--- src/rtl/uart_rx.sv ---
// uart_rx: oversampled asynchronous serial receiver (start bit, FRAME_BITS data LSB first, one stop bit).
// Define UART_RX_MAJORITY_EN to decide each bit by a 2-of-3 vote around the bit midpoint.
module uart_rx #(
  parameter int FRAME_BITS = 8,
  parameter int OVERSAMPLE = 16
) (
  input  logic                  clk,
  input  logic                  reset,
  input  logic                  baud_tick,
  input  logic                  rx_in,
  output logic [FRAME_BITS-1:0] rx_data,
  output logic                  rx_valid,
  output logic                  frame_err,
  output logic                  rx_status
);

  localparam int SCW = $clog2(OVERSAMPLE);
  localparam int BCW = $clog2(FRAME_BITS);
  localparam logic [SCW-1:0] LAST_CNT = SCW'(OVERSAMPLE - 1);
  localparam logic [BCW-1:0] LAST_BIT = BCW'(FRAME_BITS - 1);
`ifdef UART_RX_MAJORITY_EN
  localparam logic [SCW-1:0] VOTE0_CNT  = SCW'(OVERSAMPLE / 2 - 2);
  localparam logic [SCW-1:0] VOTE1_CNT  = SCW'(OVERSAMPLE / 2 - 1);
  localparam logic [SCW-1:0] DECIDE_CNT = SCW'(OVERSAMPLE / 2);
`else
  localparam logic [SCW-1:0] DECIDE_CNT = SCW'(OVERSAMPLE / 2 - 1);
`endif

  typedef enum logic [2:0] {
    IDLE  = 3'd0,
    START = 3'd1,
    DATA  = 3'd2,
    STOP  = 3'd3,
    DONE  = 3'd4,
    BREAK = 3'd5
  } state_e;

  state_e                state_q, state_d;
  logic                  sync1_q;
  logic                  rx_s;
  logic [SCW-1:0]        sample_cnt_q, sample_cnt_d;
  logic [BCW-1:0]        bit_cnt_q, bit_cnt_d;
  logic [FRAME_BITS-1:0] shift_q, shift_d;
  logic [FRAME_BITS-1:0] rx_data_q, rx_data_d;
  logic                  rx_valid_q, rx_valid_d;
  logic                  frame_err_q, frame_err_d;
  logic                  rx_status_q, rx_status_d;
  logic [SCW-1:0]        cnt_next_s;
  logic                  decide_s;
  logic                  bit_val_s;

  // Two-flop synchronizer for the asynchronous serial line, idling high.
  always_ff @(posedge clk or posedge reset) begin
    if (reset) begin
      sync1_q <= 1'b1;
      rx_s    <= 1'b1;
    end else begin
      sync1_q <= rx_in;
      rx_s    <= sync1_q;
    end
  end

`ifdef UART_RX_MAJORITY_EN
  logic [1:0] vote_q, vote_d;

  function automatic logic maj3(input logic a, input logic b, input logic c);
    maj3 = (a & b) | (a & c) | (b & c);
  endfunction

  // Capture the two early vote samples; the third is the live sample at the decision tick.
  always_comb begin
    vote_d = vote_q;
    if (baud_tick && (sample_cnt_q == VOTE0_CNT)) begin
      vote_d[0] = rx_s;
    end else begin
      vote_d[0] = vote_q[0];
    end
    if (baud_tick && (sample_cnt_q == VOTE1_CNT)) begin
      vote_d[1] = rx_s;
    end else begin
      vote_d[1] = vote_q[1];
    end
  end

  // Vote sample register.
  always_ff @(posedge clk or posedge reset) begin
    if (reset) begin
      vote_q <= 2'b11;
    end else begin
      vote_q <= vote_d;
    end
  end

  assign bit_val_s = maj3(vote_q[0], vote_q[1], rx_s);
`else
  assign bit_val_s = rx_s;
`endif

  assign cnt_next_s = (sample_cnt_q == LAST_CNT) ? {SCW{1'b0}} : (sample_cnt_q + SCW'(1));
  assign decide_s   = baud_tick && (sample_cnt_q == DECIDE_CNT);

  // Next-state, counter, shift register and output-strobe logic.
  always_comb begin
    state_d      = state_q;
    sample_cnt_d = sample_cnt_q;
    bit_cnt_d    = bit_cnt_q;
    shift_d      = shift_q;
    rx_data_d    = rx_data_q;
    rx_valid_d   = 1'b0;
    frame_err_d  = 1'b0;

    if (baud_tick && (state_q inside {START, DATA, STOP})) begin
      sample_cnt_d = cnt_next_s;
    end else begin
      sample_cnt_d = sample_cnt_q;
    end

    case (state_q)
      IDLE: begin
        // The detecting tick counts as sample 0 of the start bit.
        if (baud_tick && !rx_s) begin
          state_d      = START;
          sample_cnt_d = SCW'(1);
        end else begin
          state_d = IDLE;
        end
      end
      START: begin
        if (decide_s) begin
          if (!bit_val_s) begin
            state_d = DATA;
          end else begin
            state_d      = IDLE;
            sample_cnt_d = {SCW{1'b0}};
          end
        end else begin
          state_d = START;
        end
      end
      DATA: begin
        if (decide_s) begin
          shift_d = {bit_val_s, shift_q[FRAME_BITS-1:1]};
          if (bit_cnt_q == LAST_BIT) begin
            bit_cnt_d = {BCW{1'b0}};
            state_d   = STOP;
          end else begin
            bit_cnt_d = bit_cnt_q + BCW'(1);
            state_d   = DATA;
          end
        end else begin
          state_d = DATA;
        end
      end
      STOP: begin
        if (decide_s) begin
          sample_cnt_d = {SCW{1'b0}};
          if (bit_val_s) begin
            state_d    = DONE;
            rx_data_d  = shift_q;
            rx_valid_d = 1'b1;
          end else begin
            state_d     = BREAK;
            frame_err_d = 1'b1;
          end
        end else begin
          state_d = STOP;
        end
      end
      DONE: begin
        state_d = IDLE;
      end
      BREAK: begin
        if (baud_tick && rx_s) begin
          state_d = IDLE;
        end else begin
          state_d = BREAK;
        end
      end
      default: begin
        state_d      = IDLE;
        sample_cnt_d = {SCW{1'b0}};
        bit_cnt_d    = {BCW{1'b0}};
      end
    endcase

    rx_status_d = (state_d inside {START, DATA, STOP, BREAK});
  end

  // FSM state, counters and shift register.
  always_ff @(posedge clk or posedge reset) begin
    if (reset) begin
      state_q      <= IDLE;
      sample_cnt_q <= {SCW{1'b0}};
      bit_cnt_q    <= {BCW{1'b0}};
      shift_q      <= {FRAME_BITS{1'b0}};
    end else begin
      state_q      <= state_d;
      sample_cnt_q <= sample_cnt_d;
      bit_cnt_q    <= bit_cnt_d;
      shift_q      <= shift_d;
    end
  end

  // Registered outputs; strobes are high for the single clk spent in DONE or entering BREAK.
  always_ff @(posedge clk or posedge reset) begin
    if (reset) begin
      rx_data_q   <= {FRAME_BITS{1'b0}};
      rx_valid_q  <= 1'b0;
      frame_err_q <= 1'b0;
      rx_status_q <= 1'b0;
    end else begin
      rx_data_q   <= rx_data_d;
      rx_valid_q  <= rx_valid_d;
      frame_err_q <= frame_err_d;
      rx_status_q <= rx_status_d;
    end
  end

  assign rx_data   = rx_data_q;
  assign rx_valid  = rx_valid_q;
  assign frame_err = frame_err_q;
  assign rx_status = rx_status_q;

endmodule

--- config.mk ---
export PLATFORM = sky130hd
export DESIGN_NAME = uart_rx
export DESIGN_NICKNAME = d
export VERILOG_FILES = /design/src/rtl/uart_rx.sv
export SDC_FILE = /design/constraint.sdc
export NUM_CORES = 1
export LEC_CHECK = 0
export ABC_AREA = 1
export CAP_MARGIN = 10
export CORE_MARGIN = 4
export CORE_UTILIZATION = 45
export CTS_BUF_LIST = sky130_fd_sc_hd__clkbuf_4
export DETAILED_ROUTE_END_ITERATION = 6
export HOLD_SLACK_MARGIN = 0.06
export PLACE_DENSITY = 0.63
export SYNTH_ARGS = -nofsm -noshare
export SYNTH_HDL_FRONTEND = slang
export SYNTH_SLANG_ARGS = --single-unit
--- constraint.sdc ---
create_clock -name clk -period 2.4 [get_ports clk]
set_input_delay 0.72 -clock clk [delete_from_list [all_inputs] [get_ports clk]]
set_output_delay 0.72 -clock clk [all_outputs]
set_load 0.03 [all_outputs]
==> results of run 1 <==
## layout by cell type (no fill, tap or decap), types with 4 or more instances in the layout
| cell | netlist | final |
|---|---|---|
| nand2_1 | 47 | 47 |
| dfrtp_1 | 29 | 29 |
| inv_1 | 19 | 19 |
| nor2_1 | 14 | 14 |
| clkdlybuf4s50_1 | 0 | 14 |
| o21ai_2 | 12 | 12 |
| nand3_1 | 10 | 10 |
| clkbuf_4 | 0 | 6 |
| inv_2 | 4 | 4 |
| nand2_2 | 4 | 4 |
| o21ai_1 | 4 | 4 |
## metal layers
layer | GRT usage [%] | wire length [µm]
met1 | 17.8 | 1220
met4 | 9.33 | 80
met5 | 0 | 0
met2 | 24.9 | 1290
met3 | 4.10 | 79
## area by class of cell
cell class,instances,area [µm²]
well taps,44,55.1
flip-flops and latches,31,778
multi-input cells,109,586
clock inverters,2,7.51
repair buffers,15,148
fillers,316,1390
inverters,24,91.3
clock buffers,6,45.0
## cell families (layout without fill, tap and decap cells)
family          Yosys count  in the layout  share of synthesized area [%]
compound gates           20             20                           9.75
xor+xnor                  1              1                          0.588
fa+ha+maj                 3              3                           2.52
buf+inv                  27             47                           8.40
flops                    31             31                           52.3
simple gates             85             85                           26.5
## sequential cells by signal, indices dropped and copies added (netlist names)
name and cells:
rx_valid 1, bit_cnt_q 3, shift_q 8, frame_err 1
rx_data 8, rx_status 1, sync1_q 1, state_q 3
sample_cnt_q 4, bit_val_s 1
## power by group through the flow
stage	Sequential (mW)	Clock, mW	Combinational (mW)
floorplan	0.628	0	0.229
global placement	0.622	0	0.306
detailed placement	0.623	0	0.312
CTS	0.613	0.301	0.313
global route	0.618	0.333	0.363
finish	0.612	0.288	0.308
## metrics by stage
step	cells	power, mW	setup WS (ps)
floorplan	167	0.857	925
global placement	223	0.928	246
detailed placement	223	0.935	203
CTS	231	1.23	291
global route	231	1.31	239
finish	231	1.21	316
## worst paths after layout
check / slack (ps) / endpoint / start
setup / recovery: 320 / rx_data[6] / rx_data[6]
hold / removal: 360 / bit_val_s / sync1_q
setup reg to reg: 840 / rx_data[0] / sample_cnt_q[0]
hold reg to reg: 360 / bit_val_s / sync1_q
max in group asynchronous: 1310 / sync1_q / reset
min in group asynchronous: 770 / state_q[0] / reset
==> report_table.html, run 1 <==
<table>
<tr><th>Metric</th><th>Value</th></tr>
<tr><th colspan="2">Drt</th></tr>
<tr><td>Post-DR vias/cell</td><td>a little under 5</td></tr>
<tr><td>Number of DRC markers after the initial detailed-route iteration</td><td>56</td></tr>
<tr><td>Routed Antenna Nets</td><td>0</td></tr>
<tr><td>Final WL</td><td>around 2700 µm</td></tr>
<tr><td>Via total after detailed routing</td><td>1135</td></tr>
<tr><td>Detailed-route DRC error count</td><td>0</td></tr>
<tr><td>Drt pass-1 iters</td><td>4</td></tr>
<tr><td>Per-cell routed wire length</td><td>between 10 and 15 µm</td></tr>
<tr><th colspan="2">Die</th></tr>
<tr><td>Area of the core</td><td>just over 3000 µm²</td></tr>
<tr><td>FP Rows</td><td>20</td></tr>
<tr><td>DIE WIDTH</td><td>approximately 66 µm</td></tr>
<tr><td>Chip Height</td><td>~66 µm</td></tr>
<tr><td>Initial cell density of the core</td><td>between 40% and 50%</td></tr>
<tr><td>Io pins</td><td>15</td></tr>
<tr><td>Area of the die</td><td>~4300 µm²</td></tr>
<tr><th colspan="2">Logic synthesis</th></tr>
<tr><td>Count of yosys warnings during synthesis</td><td>0</td></tr>
<tr><td>Avg Inst Size Synth</td><td>8.92 µm²</td></tr>
<tr><td>Proportion of netlist area held by the largest area contributor</td><td>48.7%</td></tr>
<tr><td>Synthesized flop and latch total</td><td>31</td></tr>
<tr><td>Most used standard cell by instance count after synthesis</td><td>nand2_1</td></tr>
<tr><td>Main flop type after synthesis</td><td>dfrtp_1</td></tr>
<tr><td>Cell area after synthesis</td><td>around 1500 µm²</td></tr>
<tr><td>Cell taking the most area after synthesis</td><td>dfrtp_1</td></tr>
<tr><td>Register area share after synthesis</td><td>about 52%</td></tr>
<tr><td>Mapped Nets</td><td>roughly 170</td></tr>
<tr><td>Cell count after synthesis</td><td>about 170</td></tr>
<tr><td>Biggest area contributors in the synthesized netlist</td><td>dfrtp_1 49%, nand2_1 12%, o21ai_2 7.1%, inv_1 4.8%, dfstp_2 3.5%</td></tr>
<tr><td>Post-synth EDFFs</td><td>0</td></tr>
<tr><td>Number of distinct library cell variants in the gate-level netlist after synthesis</td><td>24</td></tr>
<tr><td>Most common library cells after synthesis</td><td>47 x nand2_1, 29 x dfrtp_1, 19 x inv_1</td></tr>
<tr><td>Async SR Flop Fraction</td><td>100%</td></tr>
<tr><th colspan="2">Clock network</th></tr>
<tr><td>Cts bufs inserted</td><td>5</td></tr>
<tr><td>Hold-fix buffers, CTS</td><td>0</td></tr>
<tr><td>CTS sink cnt</td><td>31</td></tr>
<tr><td>Buffer count from post-CTS setup fixing</td><td>0</td></tr>
<tr><td>Clock tree from TritonCTS</td><td>done</td></tr>
<tr><td>Clock-pin slew of the registers on the worst-case setup and hold paths</td><td>~90 ps</td></tr>
<tr><td># resized after CTS</td><td>0</td></tr>
<tr><td>Number of levels in the clock H-tree</td><td>2</td></tr>
<tr><td>Longest Clk Path Bufs</td><td>2</td></tr>
<tr><td>Latest clock arrival within the worst-skew pair</td><td>320 ps</td></tr>
<tr><td>Clock root cell</td><td>clkbuf_4</td></tr>
<tr><th colspan="2">Power</th></tr>
<tr><td>Clock network power share</td><td>about a quarter</td></tr>
<tr><td>Power density cells</td><td>approximately 710 nW/µm²</td></tr>
<tr><td>Worst IR drop on VDD</td><td>around 0.00038 V</td></tr>
<tr><td>Combinational power share</td><td>about a quarter</td></tr>
<tr><td>Internal power</td><td>around 0.8 mW</td></tr>
<tr><td>Lkg Pwr</td><td>0.826 nW</td></tr>
<tr><td>NetSw</td><td>~0.4 mW</td></tr>
<tr><td>Share of total power consumed by net switching</td><td>33.5%</td></tr>
<tr><td>Proportion of power drawn by flip-flops and latches</td><td>between 50% and 60%</td></tr>
<tr><th colspan="2">Job</th></tr>
<tr><td>Total of max-cap violations</td><td>0</td></tr>
<tr><th colspan="2">Timing</th></tr>
<tr><td>Max-slew headroom at the worst pin</td><td>around three quarters</td></tr>
<tr><td>Hold slack</td><td>362 ps</td></tr>
<tr><td>Final worst-path cycle share</td><td>between 80% and 90%</td></tr>
<tr><td>Final number of max-transition violations</td><td>0</td></tr>
<tr><td>Post-route setup TNS</td><td>0 ps</td></tr>
<tr><td>Final hold viol count</td><td>0</td></tr>
<tr><td>Shortest clock period the worst path allows after layout</td><td>between 2000 and 2500 ps</td></tr>
<tr><td>Final Setup Violations</td><td>0</td></tr>
<tr><td>Unrepaired setup endpoints after global routing</td><td>no</td></tr>
<tr><td>Worst-case clock skew</td><td>around 3.2 ps</td></tr>
<tr><td>Fmax</td><td>0.480 GHz</td></tr>
<tr><td>Worst Max-Slew Pin Slew</td><td>roughly 390 ps</td></tr>
<tr><th colspan="2">Setup path</th></tr>
<tr><td>Critical path data required time</td><td>1680 ps</td></tr>
<tr><td>Worst-path cell chain</td><td>clkdlybuf4s50_1</td></tr>
<tr><td>Endpoint kind of the worst setup timing path</td><td>output port</td></tr>
<tr><td>Slowest cell on the critical path</td><td>clkdlybuf4s50_1</td></tr>
<tr><td>Crit. path cell count</td><td>1</td></tr>
<tr><td>Kind of cell with the highest combined delay on the critical path</td><td>buffers and inverters</td></tr>
<tr><td>Critical Setup Path Class</td><td>reg2out</td></tr>
<tr><td>Startpoint class of the critical path</td><td>register</td></tr>
<tr><td>Maximum fanout encountered on the critical timing path</td><td>2</td></tr>
<tr><td>Worst path arrival time</td><td>1360 ps</td></tr>
<tr><td>Number of buffers and inverters on the critical path</td><td>1</td></tr>
<tr><td>Crit-path max cell delay</td><td>between 600 and 700 ps</td></tr>
<tr><td>Number of cells on the worst reg-to-reg path</td><td>9</td></tr>
<tr><th colspan="2">Min path</th></tr>
<tr><td>Worst hold stages</td><td>0</td></tr>
<tr><td>Min-delay worst type</td><td>reg2reg</td></tr>
<tr><th colspan="2">GRT</th></tr>
<tr><td>Antenna violations before repair</td><td>0</td></tr>
<tr><td>GRT Overall Usage</td><td>between 15 and 20%</td></tr>
<tr><td>Maximum number of pins on one net before global-route repair</td><td>32</td></tr>
<tr><td>Wire length of the first global-routing pass</td><td>roughly 4900 µm</td></tr>
<tr><td>Via count of the first global-routing pass</td><td>1150</td></tr>
<tr><td>Total global routing overflow</td><td>0</td></tr>
<tr><th colspan="2">Final layout</th></tr>
<tr><td>Final Util</td><td>55.1%</td></tr>
<tr><td>Fraction of layout cells with a size suffix above 1</td><td>roughly a fifth</td></tr>
<tr><td>Total inserted antenna cells</td><td>0</td></tr>
<tr><td>Final Net Count</td><td>between 150 and 200</td></tr>
<tr><td>Area of all placed cells without fillers</td><td>between 1500 and 2000 µm²</td></tr>
<tr><td>Area growth from synthesis to final layout</td><td>14.9%</td></tr>
<tr><th colspan="2">Placed design</th></tr>
<tr><td>Last weighted congestion value of the routability-driven placer</td><td>about 0.9</td></tr>
<tr><td>Total of buffers placed on input and output ports</td><td>14</td></tr>
<tr><td>Placed standard-cell area</td><td>between 1500 and 2000 µm²</td></tr>
<tr><td>Detailed-placement wirelength estimate</td><td>between 1500 and 2000 µm</td></tr>
<tr><th colspan="2">Run status</th></tr>
<tr><td>Result of the run</td><td>finished clean</td></tr>
</table>
(Power assumes the default switching activity.)
==> run 2: changes to the inputs <==
CORE_UTILIZATION = 50   (was 45)
PLACE_DENSITY = 0.69   (was 0.63)
==> run 2 against run 1 <==
  * Power hardly changed
  * Worst hold slack worse by 2.2 ps
  * Largest power group unchanged
  * Register-to-register slack hardly changed
  * Global-route usage is 0.24 points lower
  * Largest cell class unchanged
  * Critical path type unchanged
  * Critical endpoint is now rx_data[1]
  * Utilization is 5.3 points higher
==> report_table.html, run 2 (same netlist as run 1, synthesis figures left out) <==
<table>
<tr><th>Metric</th><th>Value</th></tr>
<tr><th colspan="2">Run status</th></tr>
<tr><td>Result of the run</td><td>finished clean</td></tr>
<tr><th colspan="2">Drt</th></tr>
<tr><td>Routed Antenna Nets</td><td>0 (unchanged)</td></tr>
<tr><td>Final WL</td><td>2580 µm (-3.3%)</td></tr>
<tr><td>Post-DR vias/cell</td><td>4.96 (+1.0%)</td></tr>
<tr><td>M1 WL</td><td>1150 µm (-6.2%)</td></tr>
<tr><td>Number of DRC markers after the initial detailed-route iteration</td><td>45 (-20%)</td></tr>
<tr><td>Highest signal layer in the routed design</td><td>met4</td></tr>
<tr><td>Per-cell routed wire length</td><td>11.9 µm (+2.5%)</td></tr>
<tr><td>Via total after detailed routing</td><td>1082 (-4.7%)</td></tr>
<tr><td>Detailed-route DRC error count</td><td>0 (unchanged)</td></tr>
<tr><td>Length of routed met2 wiring</td><td>1280 µm (-0.93%)</td></tr>
<tr><td>Drt pass-1 iters</td><td>4 (unchanged)</td></tr>
<tr><td>Amount of wire on met3 after detailed routing</td><td>130 µm (+65%)</td></tr>
<tr><th colspan="2">Timing</th></tr>
<tr><td>Final number of max-transition violations</td><td>0 (unchanged)</td></tr>
<tr><td>Worst-case clock skew</td><td>2.07 ps (-1.13 ps)</td></tr>
<tr><td>Fmax</td><td>0.477 GHz (-0.51%)</td></tr>
<tr><td>Final critical-path setup slack</td><td>305 ps (-10.6 ps)</td></tr>
<tr><td>Worst Max-Slew Pin Slew</td><td>375 ps (-11.4 ps)</td></tr>
<tr><td>Max-slew headroom at the worst pin</td><td>75.0% (+0.76 points)</td></tr>
<tr><td>Post-route setup TNS</td><td>0 ps (unchanged)</td></tr>
<tr><td>Final worst-path cycle share</td><td>87.3% (+0.44 points)</td></tr>
<tr><td>Unrepaired setup endpoints after global routing</td><td>no</td></tr>
<tr><td>Shortest clock period the worst path allows after layout</td><td>2090 ps (+10.6 ps)</td></tr>
<tr><td>Final hold viol count</td><td>0 (unchanged)</td></tr>
<tr><td>Final Setup Violations</td><td>0 (unchanged)</td></tr>
<tr><th colspan="2">Final layout</th></tr>
<tr><td>Sequential cell area in the final layout</td><td>778 µm² (unchanged)</td></tr>
<tr><td>Most common cell after layout, fill and taps aside</td><td>nand2_1</td></tr>
<tr><td>Total inserted antenna cells</td><td>0 (unchanged)</td></tr>
<tr><td>Footprint of the multi-input gates</td><td>586 µm² (unchanged)</td></tr>
<tr><td>Area of all placed cells without fillers</td><td>1690 µm² (-0.95%)</td></tr>
<tr><td>Fill count</td><td>245 (-22%)</td></tr>
<tr><td>Area growth from synthesis to final layout</td><td>13.8%</td></tr>
<tr><td>Fraction of layout cells with a size suffix above 1</td><td>19.3% (unchanged)</td></tr>
<tr><td>Final Net Count</td><td>193 (unchanged)</td></tr>
<tr><td>Commonest non-fill, non-tap cells in the layout</td><td>47 x nand2_1, 29 x dfrtp_1, 19 x inv_1</td></tr>
<tr><th colspan="2">Clock network</th></tr>
<tr><td>Clock-pin slew of the registers on the worst-case setup and hold paths</td><td>90 ps (about the same)</td></tr>
<tr><td>Clock root cell</td><td>clkbuf_4</td></tr>
<tr><td>Number of levels in the clock H-tree</td><td>2 (unchanged)</td></tr>
<tr><td>Hold-fix buffers, CTS</td><td>0 (unchanged)</td></tr>
<tr><td>Longest Clk Path Bufs</td><td>2 (unchanged)</td></tr>
<tr><td>Cts bufs inserted</td><td>5 (unchanged)</td></tr>
<tr><td>Buffer count from post-CTS setup fixing</td><td>0 (unchanged)</td></tr>
<tr><td>Clock tree from TritonCTS</td><td>done</td></tr>
<tr><td>Latest clock arrival within the worst-skew pair</td><td>320 ps (about the same)</td></tr>
<tr><td># resized after CTS</td><td>0 (unchanged)</td></tr>
<tr><td>CTS sink cnt</td><td>31 (unchanged)</td></tr>
<tr><th colspan="2">Placed design</th></tr>
<tr><td>Detailed-placement wirelength estimate</td><td>1900 µm (-4.0%)</td></tr>
<tr><td>Minimum setup slack after placement</td><td>165 ps (-37.6 ps)</td></tr>
<tr><td>Total of buffers placed on input and output ports</td><td>14 (unchanged)</td></tr>
<tr><td>Placed standard-cell area</td><td>1640 µm² (-0.98%)</td></tr>
<tr><td>Last weighted congestion value of the routability-driven placer</td><td>0.846 (-6.6%)</td></tr>
<tr><th colspan="2">Power</th></tr>
<tr><td>Power density cells</td><td>713 nW/µm² (+0.96%)</td></tr>
<tr><td>Lkg Pwr</td><td>0.826 nW (unchanged)</td></tr>
<tr><td>Worst IR drop on VDD</td><td>0.000366 V (-3.2%)</td></tr>
<tr><td>Total design power</td><td>1.21 mW (about the same)</td></tr>
<tr><th colspan="2">Setup path</th></tr>
<tr><td>Critical Setup Path Class</td><td>reg2out</td></tr>
<tr><td>Number of buffers and inverters on the critical path</td><td>1 (unchanged)</td></tr>
<tr><td>Reg2reg setup slack</td><td>850 ps (about the same)</td></tr>
<tr><td>Crit. path cell count</td><td>1 (unchanged)</td></tr>
<tr><td>Crit-path max cell delay</td><td>680 ps (about the same)</td></tr>
<tr><td>Worst path arrival time</td><td>1370 ps (about the same)</td></tr>
<tr><td>Reg2Reg Capture Point</td><td>shift_q[6]</td></tr>
<tr><td>Worst-path cell chain</td><td>clkdlybuf4s50_1</td></tr>
<tr><td>Kind of cell with the highest combined delay on the critical path</td><td>buffers and inverters</td></tr>
<tr><td>Slowest cell on the critical path</td><td>clkdlybuf4s50_1</td></tr>
<tr><td>Number of cells on the worst reg-to-reg path</td><td>8 (-1)</td></tr>
<tr><td>Endpoint kind of the worst setup timing path</td><td>output port</td></tr>
<tr><td>Worst r2r src</td><td>sample_cnt_q[0]</td></tr>
<tr><td>Maximum fanout encountered on the critical timing path</td><td>2 (unchanged)</td></tr>
<tr><td>Startpoint class of the critical path</td><td>register</td></tr>
<tr><td>Critical path data required time</td><td>1680 ps (about the same)</td></tr>
<tr><th colspan="2">Die</th></tr>
<tr><td>Chip Height</td><td>62.6 µm (-4.5%)</td></tr>
<tr><td>DIE WIDTH</td><td>62.6 µm (-4.5%)</td></tr>
<tr><td>FP Rows</td><td>19 (-5.0%)</td></tr>
<tr><td>Io pins</td><td>15 (unchanged)</td></tr>
<tr><td>Area of the core</td><td>2810 µm² (-9.6%)</td></tr>
<tr><td>Initial cell density of the core</td><td>53.1% (+5.1 points)</td></tr>
<tr><td>Area of the die</td><td>3920 µm² (-8.8%)</td></tr>
<tr><th colspan="2">GRT</th></tr>
<tr><td>Wire length of the first global-routing pass</td><td>4690 µm (-4.8%)</td></tr>
<tr><td>Antenna violations before repair</td><td>0 (unchanged)</td></tr>
<tr><td>Maximum number of pins on one net before global-route repair</td><td>32 (unchanged)</td></tr>
<tr><td>Total global routing overflow</td><td>0 (unchanged)</td></tr>
<tr><td>Via count of the first global-routing pass</td><td>1080 (-6.1%)</td></tr>
<tr><td>GRT Overall Usage</td><td>15.0% (-0.24 points)</td></tr>
<tr><th colspan="2">Min path</th></tr>
<tr><td>Beginning of the worst hold path</td><td>sync1_q</td></tr>
<tr><td>Worst hold stages</td><td>0 (unchanged)</td></tr>
<tr><td>Min-delay worst type</td><td>reg2reg</td></tr>
<tr><td>Destination of the worst hold path</td><td>bit_val_s</td></tr>
<tr><th colspan="2">Job</th></tr>
<tr><td>Total of max-cap violations</td><td>0 (unchanged)</td></tr>
</table>
run 2: cell counts in the layout (fill, tap and decap cells not counted):
Identical to the previous run, type by type.
run 2: power by group:
part / switching (mW) / internal, mW
clock: 0.164 / 0.120
combinational: 0.200 / 0.111
sequential: 0.0404 / 0.572
total: 0.404 / 0.803
run 2: worst max path at each step:
| stage | from | to | slack [ps] |
|---|---|---|---|
| after floorplan | baud_tick | rx_data[1] | 920 |
| after global placement | baud_tick | rx_data[5] | 260 |
| after detailed placement | baud_tick | rx_data[5] | 170 |
| after CTS | rx_data[1] | rx_data[1] | 290 |
| after global routing | rx_data[1] | rx_data[1] | 250 |
| final | rx_data[1] | rx_data[1] | 310 |
run 2: through the flow:
stage / hold WS [ps] / cells / util [%]
5_1_grt: 365 / 218 / 60.4
3_5_place_dp: 347 / 210 / 58.5
3_3_place_gp: 347 / 210 / 58.5
6_report: 360 / 218 / 60.4
4_1_cts: 361 / 218 / 60.4
2_1_floorplan: 345 / 167 / -
run 2: area by class of cell:
| class | instances | share of cell area (%) |
|---|---|---|
| tap | 31 | 2.29 |
| timing repair buffer | 15 | 8.71 |
| clock buffer | 6 | 2.66 |
| multi-input combinational | 109 | 34.6 |
| inverter | 24 | 5.39 |
| sequential | 31 | 45.9 |
| clock inverter | 2 | 0.443 |
run 2: routing by layer:
layer	GRT usage (%)	up-vias
li1	-	560
met1	17.0	496
met2	25.4	22
met3	6.83	4
met4	4.41	0
met5	0	-
